<file path="src/rtl/fixed_point_abs_accumulator.sv">
// L1-norm accumulator: sums VECTOR_LEN absolute values per START into a saturated sum.
// Optional build macro FIXED_POINT_ABS_ACC_MAX_EN adds MAX_OUT (largest addend of the run).
module fixed_point_abs_accumulator #(
    parameter int WIDTH      = 8,
    parameter int FRAC_BITS  = 4,
    parameter int VECTOR_LEN = 4
) (
    input  logic             CLK,
    input  logic             RSTN,
    input  logic             START,
    input  logic [WIDTH-1:0] VALUE_IN,
    input  logic             VALID_IN,
    input  logic             OVERFLOW_IN,
    output logic [WIDTH-1:0] SUM_OUT,
    output logic             VALID_OUT,
    output logic             OVERFLOW_OUT,
`ifdef FIXED_POINT_ABS_ACC_MAX_EN
    output logic [WIDTH-1:0] MAX_OUT,
`endif
    output logic             BUSY
);
    // state | meaning
    // IDLE  | waiting for START, samples ignored
    // ACCUM | accepting samples until VECTOR_LEN have arrived
    // DONE  | VALID_OUT pulse cycle, then back to IDLE
    typedef enum logic [1:0] {IDLE, ACCUM, DONE} state_t;

    localparam int CW = (VECTOR_LEN > 1) ? $clog2(VECTOR_LEN) : 1;
    localparam logic [CW-1:0]    LAST   = CW'(VECTOR_LEN - 1);
    localparam logic [WIDTH-1:0] MAXPOS = {1'b0, {(WIDTH-1){1'b1}}};

    state_t           state_q, state_d;
    logic [CW-1:0]    count_q, count_d;
    logic [WIDTH-1:0] sum_q, sum_d;
    logic             ovf_q, ovf_d;
    logic             valid_q, valid_d;
    logic [WIDTH-1:0] max_q, max_d;
    logic [WIDTH-1:0] addend;
    logic             addend_sub;
    logic [WIDTH:0]   sum_ext;

    // Negative input can only come from the ABS stage wrapping the most-negative operand.
    assign addend_sub = OVERFLOW_IN | VALUE_IN[WIDTH-1];
    assign addend     = addend_sub ? MAXPOS : VALUE_IN;
    assign sum_ext    = {1'b0, sum_q} + {1'b0, addend};

    always_comb begin
        state_d = state_q;
        count_d = count_q;
        sum_d   = sum_q;
        ovf_d   = ovf_q;
        valid_d = 1'b0;
        max_d   = max_q;
        if (START) begin
            state_d = ACCUM;
            count_d = '0;
            sum_d   = '0;
            ovf_d   = 1'b0;
            max_d   = '0;
        end else begin
            case (state_q)
                ACCUM: begin
                    if (VALID_IN) begin
                        if (addend_sub) ovf_d = 1'b1;
                        if (sum_ext > {1'b0, MAXPOS}) begin
                            sum_d = MAXPOS;
                            ovf_d = 1'b1;
                        end else begin
                            sum_d = sum_ext[WIDTH-1:0];
                        end
                        if (addend > max_q) max_d = addend;
                        if (count_q == LAST) begin
                            state_d = DONE;
                            valid_d = 1'b1;
                        end else begin
                            count_d = count_q + 1'b1;
                        end
                    end
                end
                DONE:    state_d = IDLE;
                default: state_d = IDLE;
            endcase
        end
    end

    always_ff @(posedge CLK or negedge RSTN) begin
        if (!RSTN) begin
            state_q <= IDLE;
            count_q <= '0;
            sum_q   <= '0;
            ovf_q   <= 1'b0;
            valid_q <= 1'b0;
            max_q   <= '0;
        end else begin
            state_q <= state_d;
            count_q <= count_d;
            sum_q   <= sum_d;
            ovf_q   <= ovf_d;
            valid_q <= valid_d;
            max_q   <= max_d;
        end
    end

    assign SUM_OUT      = sum_q;
    assign VALID_OUT    = valid_q;
    assign OVERFLOW_OUT = ovf_q;
    assign BUSY         = (state_q == ACCUM);
`ifdef FIXED_POINT_ABS_ACC_MAX_EN
    assign MAX_OUT      = max_q;
`else
    logic unused_max;
    assign unused_max   = ^max_q;
`endif

endmodule

</file>
<file path="config.mk">
export PLATFORM = sky130hd
export DESIGN_NAME = fixed_point_abs_accumulator
export DESIGN_NICKNAME = d
export VERILOG_FILES = /design/src/rtl/fixed_point_abs_accumulator.sv
export SDC_FILE = /design/constraint.sdc
export NUM_CORES = 1
export LEC_CHECK = 0
export CAP_MARGIN = 20
export CORE_MARGIN = 5
export CORE_UTILIZATION = 25
export DETAILED_ROUTE_END_ITERATION = 8
export GPL_ROUTABILITY_DRIVEN = 1
export MAX_ROUTING_LAYER = met4
export REMOVE_ABC_BUFFERS = 1
export SLEW_MARGIN = 0
export SYNTH_ARGS = -nofsm -noshare
export SYNTH_HDL_FRONTEND = slang
export SYNTH_SLANG_ARGS = --single-unit
</file>
<file path="constraint.sdc">
create_clock -name CLK -period 5.42 [get_ports CLK]
set_input_delay 1.084 -clock CLK [delete_from_list [all_inputs] [get_ports CLK]]
set_output_delay 1.084 -clock CLK [all_outputs]
set_load 0.02 [all_outputs]
</file>
[Word-level counts from Yosys, hierarchy flattened]
Index checks and enable logic that the tools add are counted.
Cells by class
  add/subtract/negate cells: 2
  magnitude comparators: 1
  eq/ne operators: 5
  multiplexer cells: 22
  bitwise operators: 1
  reduce and logical (&&, ||, !) cells: 7
Operators with widths (number)
  $mux 8: 5
  $mux 2: 8
  $add 8x8->9: 1
  $gt 9x7->1 const B: 1
  $mux 1: 9
  $reduce_and 3->1: 2
  $reduce_and 2->1: 2
  $reduce_bool 2->1: 2
  $ne 3x2->1 const B: 1
  $ne 3x3->1 const B: 1
  $reduce_bool 3->1: 1
  $add 2x1->2 const B: 1
  $eq 2x1->1 const B: 1
  $eq 2x2->1 const B: 1
  $ne 2x2->1 const B: 1
  $or 1x1->1: 1
Word-level totals
  bits in registers: 14
  output and inout bits: 11

[Logic depth before layout (Yosys ltp)]
  word-level depth: 8
  depth in mapped cells: 8

[Least setup slack after synthesis]
Ideal clock, no wire load.
  kind: input -> register
  start point: in VALUE_IN[0]
  end point: reg sum_q[6] (netlist: SUM_OUT[6])
  library setup time: 0.087 ns
  data arrival time: 3.001 ns
  slack: 2.332 ns
  stages on the path: 8
  path buffers: 0
  cells stage by stage: or3_1 -> ha_1 -> fa_1 -> nand3_2 -> nand2_2 -> or4_1 -> and4_4 -> a211oi_2
On the way
  cells in the longest elaborated chain, start to end: 7
Ends and longest elaborated chain
  from (decl): line 11  | input logic [WIDTH-1:0] VALUE_IN,
  $mux 8 *: line 44  | assign addend = addend_sub ? MAXPOS : VALUE_IN;
  $add 8x8->9 *: line 45  | assign sum_ext = {1'b0, sum_q} + {1'b0, addend};
  $gt 9x7->1: line 65  | if (sum_ext > {1'b0, MAXPOS}) begin
  $mux 8 *: line 65
  $mux 8 *: line 63  | if (VALID_IN) begin
  $mux 8 *: line 61  | case (state_q)
  $mux 8 *: line 54  | if (START) begin
  to (signal assigned): line 97  | sum_q <= sum_d;
  to (decl): line 34  | logic [WIDTH-1:0] sum_q, sum_d;
Mark *: on every way between the ends. The rest lies on a longest branch, timed or not. The select of a mux whose other input is x is not followed.
A chain may end at the register's enable or synchronous reset.

[Worst setup path in the final report]
  start point: in VALUE_IN[7]
  end point: reg sum_q[6] (netlist: SUM_OUT[6])
On the way
  cells in the longest elaborated chain, start to end: 8
Ends and longest elaborated chain
  $or 1x1->1: line 43  | assign addend_sub = OVERFLOW_IN | VALUE_IN[WIDTH-1];
  $mux 8 *: line 44
  $add 8x8->9 *: line 45
  $gt 9x7->1: line 65
  $mux 8 *: line 65
  $mux 8 *: line 63
  $mux 8 *: line 61
  $mux 8 *: line 54
Marks and branches as above.

==> flow_metrics.tcl <==
set metrics [dict create \
    initial_core_util 0.253 \
    p_leak_nw 0.536 \
    synth-seq-area-share 0.351 \
    routed_via_density 5.08 \
    dr.pass1.iters 4 \
    detail-route-antenna-nets 0 \
    finalNonFillerCells 178 \
    fp.dieW_um 73.2 \
    hpwl_um 1960 \
    fin_skew_ns 0.00178 \
    final_nets 153 \
    synthTopCellsByArea "dfrtp_1, ha_1, nor2_1, or3_1, a311oi_1" \
    power.total_mw 0.370 \
    dr_total_vias 905 \
    worst-endpoint-arrival_ns 3.65 \
    ys_seq_elements 14 \
    dieArea_mm2 0.00535 \
    syn_area_per_cell_um2 9.68 \
    drive_gt1_frac 0.109 \
    period_minus_slack_ns 3.50 \
    seq_area_um2 350 \
    status "complete, no violations" \
    drv_slew 0 \
    synth_flop_cell "dfrtp_1" \
    synthCells 103 \
    core_area_mm2 0.00394 \
    row_count 23 \
    postCtsHoldBufs 0 \
    required_ns 5.58 \
    finalHoldViolations 0 \
    syn2layout_area_growth_pct 34.1 \
    synthArstFlopShare 1.00 \
    max_slew.worst_pin.slew_ns 0.632 \
    finalCritPeriodShare 0.645 \
    fin_tns_setup_ns 0 \
    cts_num_sinks 14 \
    h-tree-depth 1 \
    antennaDiodeCount 0 \
    die_h_um 73.2 \
    ctsResizeCount 0 \
    fillers 416 \
    relSlewSlack 0.577 \
    critPathKind "primary input to flip-flop" \
    ys_types 37 \
    port_buffers 23 \
    clockBufferDepth 2 \
    syn_area_um2 997 \
    multi_input_area_um2 636 \
    ir_drop_uv 75.6 \
    setup-violations-final 0 \
    ys_warn_count 0 \
    place_congestion 0.888 \
    post_cts_buffers 0 \
    root_buffer "clkbuf_8" \
    end_kind "flip-flop" \
    timing.max_cap.violations 0 \
    grt_remaining_overflow 0 \
    yosys.area.top_type "dfrtp_1" \
    drc 0 \
    clkLatencyLatePin_ns 0.24 \
    io_pins 24 \
    cts_tree "built" \
    antenna_found_initial 0 \
    synth_top_area_frac 0.351 \
    fmax_ghz 0.286 \
    grt_pass1_vias 909 \
    synth_edf_count 0 \
    start_kind "primary input" \
    power_density_mw_per_mm2 276 \
    drt-initial-drc-count 39 \
    grt_pass1_wl_um 4180 \
    routed_wirelength_um 2430 \
    place_inst 174 \
    cts_buffers 3 \
    hold_path.class "flip-flop to flip-flop" \
    track_usage 0.100 \
    rsz0062_at_grt "false" \
    wire_per_inst_um 13.6 \
    clk_pin_slew_ns 0.06 \
    grt_max_degree 15 \
    worstPathMaxFanout 8 \
]
[synthesized netlist by cell type, types with 2 or more instances]
cell type	n
a211oi_1	3
a211oi_2	2
a21o_1	2
a21oi_1	5
a311oi_1	4
clkbuf_1	2
dfrtp_1	14
ha_1	10
nand2_1	4
nor2_1	12
nor3_1	4
nor3b_1	3
nor4_1	2
o21ai_0	3
o21ai_1	2
or3_1	7
xnor2_1	3
xor2_1	2
[flip-flops by register name, summed over array words and instances, names as in the netlist]
name,flops
OVERFLOW_OUT,1
SUM_OUT,8
count_q,2
VALID_OUT,1
state_q,2
[metal layers]
layer  vias to the layer above  routed length (µm)  global-route usage
li1                        438                   -                   -
met1                       432                1160               0.137
met2                        31                1070               0.147
met3                         4                 159              0.0165
met4                         0                  34              0.0410
met5                         -                   0                   -
[report_power, final]
group	leakage [nW]	internal, mW	total, mW	switching, mW
registers	0.179	0.114	0.123	0.00876
clock network	0.0288	0.0643	0.102	0.0375
logic	0.328	0.0662	0.146	0.0793
[stage by stage]
step | cell area (µm²) | utilization | worst slack (ns) | hold WS [ns]
after floorplan | 990 | - | 2.33 | 0.516
after global placement | 1280 | 0.325 | 1.75 | 0.537
after detailed placement | 1280 | 0.325 | 1.65 | 0.555
after CTS | 1340 | 0.339 | 1.91 | 0.570
after global routing | 1340 | 0.339 | 1.76 | 0.592
final | 1340 | 0.339 | 1.92 | 0.561
[layout by cell type (no fill, tap or decap), drive strengths merged, types with 3 or more instances in the layout]
master	n
clkbuf	4
a211oi	5
nand2	5
clkdlybuf4s50	23
xnor2	3
nor2	13
a21oi	6
o21ai	5
dfrtp	14
ha	10
nor3b	3
nor3	5
or3	7
a311oi	4
[logic make-up after synthesis]
group	after synthesis	share of synthesized area
xor+xnor	5	0.0439
mux	1	0.0138
buf+inv	3	0.0113
fa+ha+maj	11	0.146
simple gates	43	0.248
other cells	1	0.00376
flops	14	0.351
compound gates	25	0.182
[critical path, cell delays in order]
cell,delay (ns)
clkdlybuf4s50_1,0.54
or3_1,0.40
ha_1,0.24
fa_1,0.42
nand3_2,0.11
nand2_2,0.07
or4_1,0.40
and4_4,0.20
a211oi_2,0.19
[cell type report]
class / instances / share of cell area
clock buffer: 4 / 0.0412
inverter: 1 / 0.00281
multi-input combinational: 86 / 0.475
sequential: 14 / 0.262
tap: 50 / 0.0468
timing repair buffer: 23 / 0.172
[final timing paths]
| kind | slack (ns) | end | startpoint | depth (start not counted) |
|---|---|---|---|---|
| max reg2reg | 3.28 | SUM_OUT[6] | SUM_OUT[0] | 7 |
| max | 1.92 | SUM_OUT[6] | VALUE_IN[7] | 9 |
| min | 0.56 | count_q[1] | count_q[1] | 2 |
| max in group asynchronous | 3.78 | count_q[1] | RSTN | 1 |
| min reg2reg | 0.56 | count_q[1] | count_q[1] | 2 |
| min in group asynchronous | 1.23 | SUM_OUT[6] | RSTN | 1 |
Note: power is estimated with default switching activity, not from simulation.
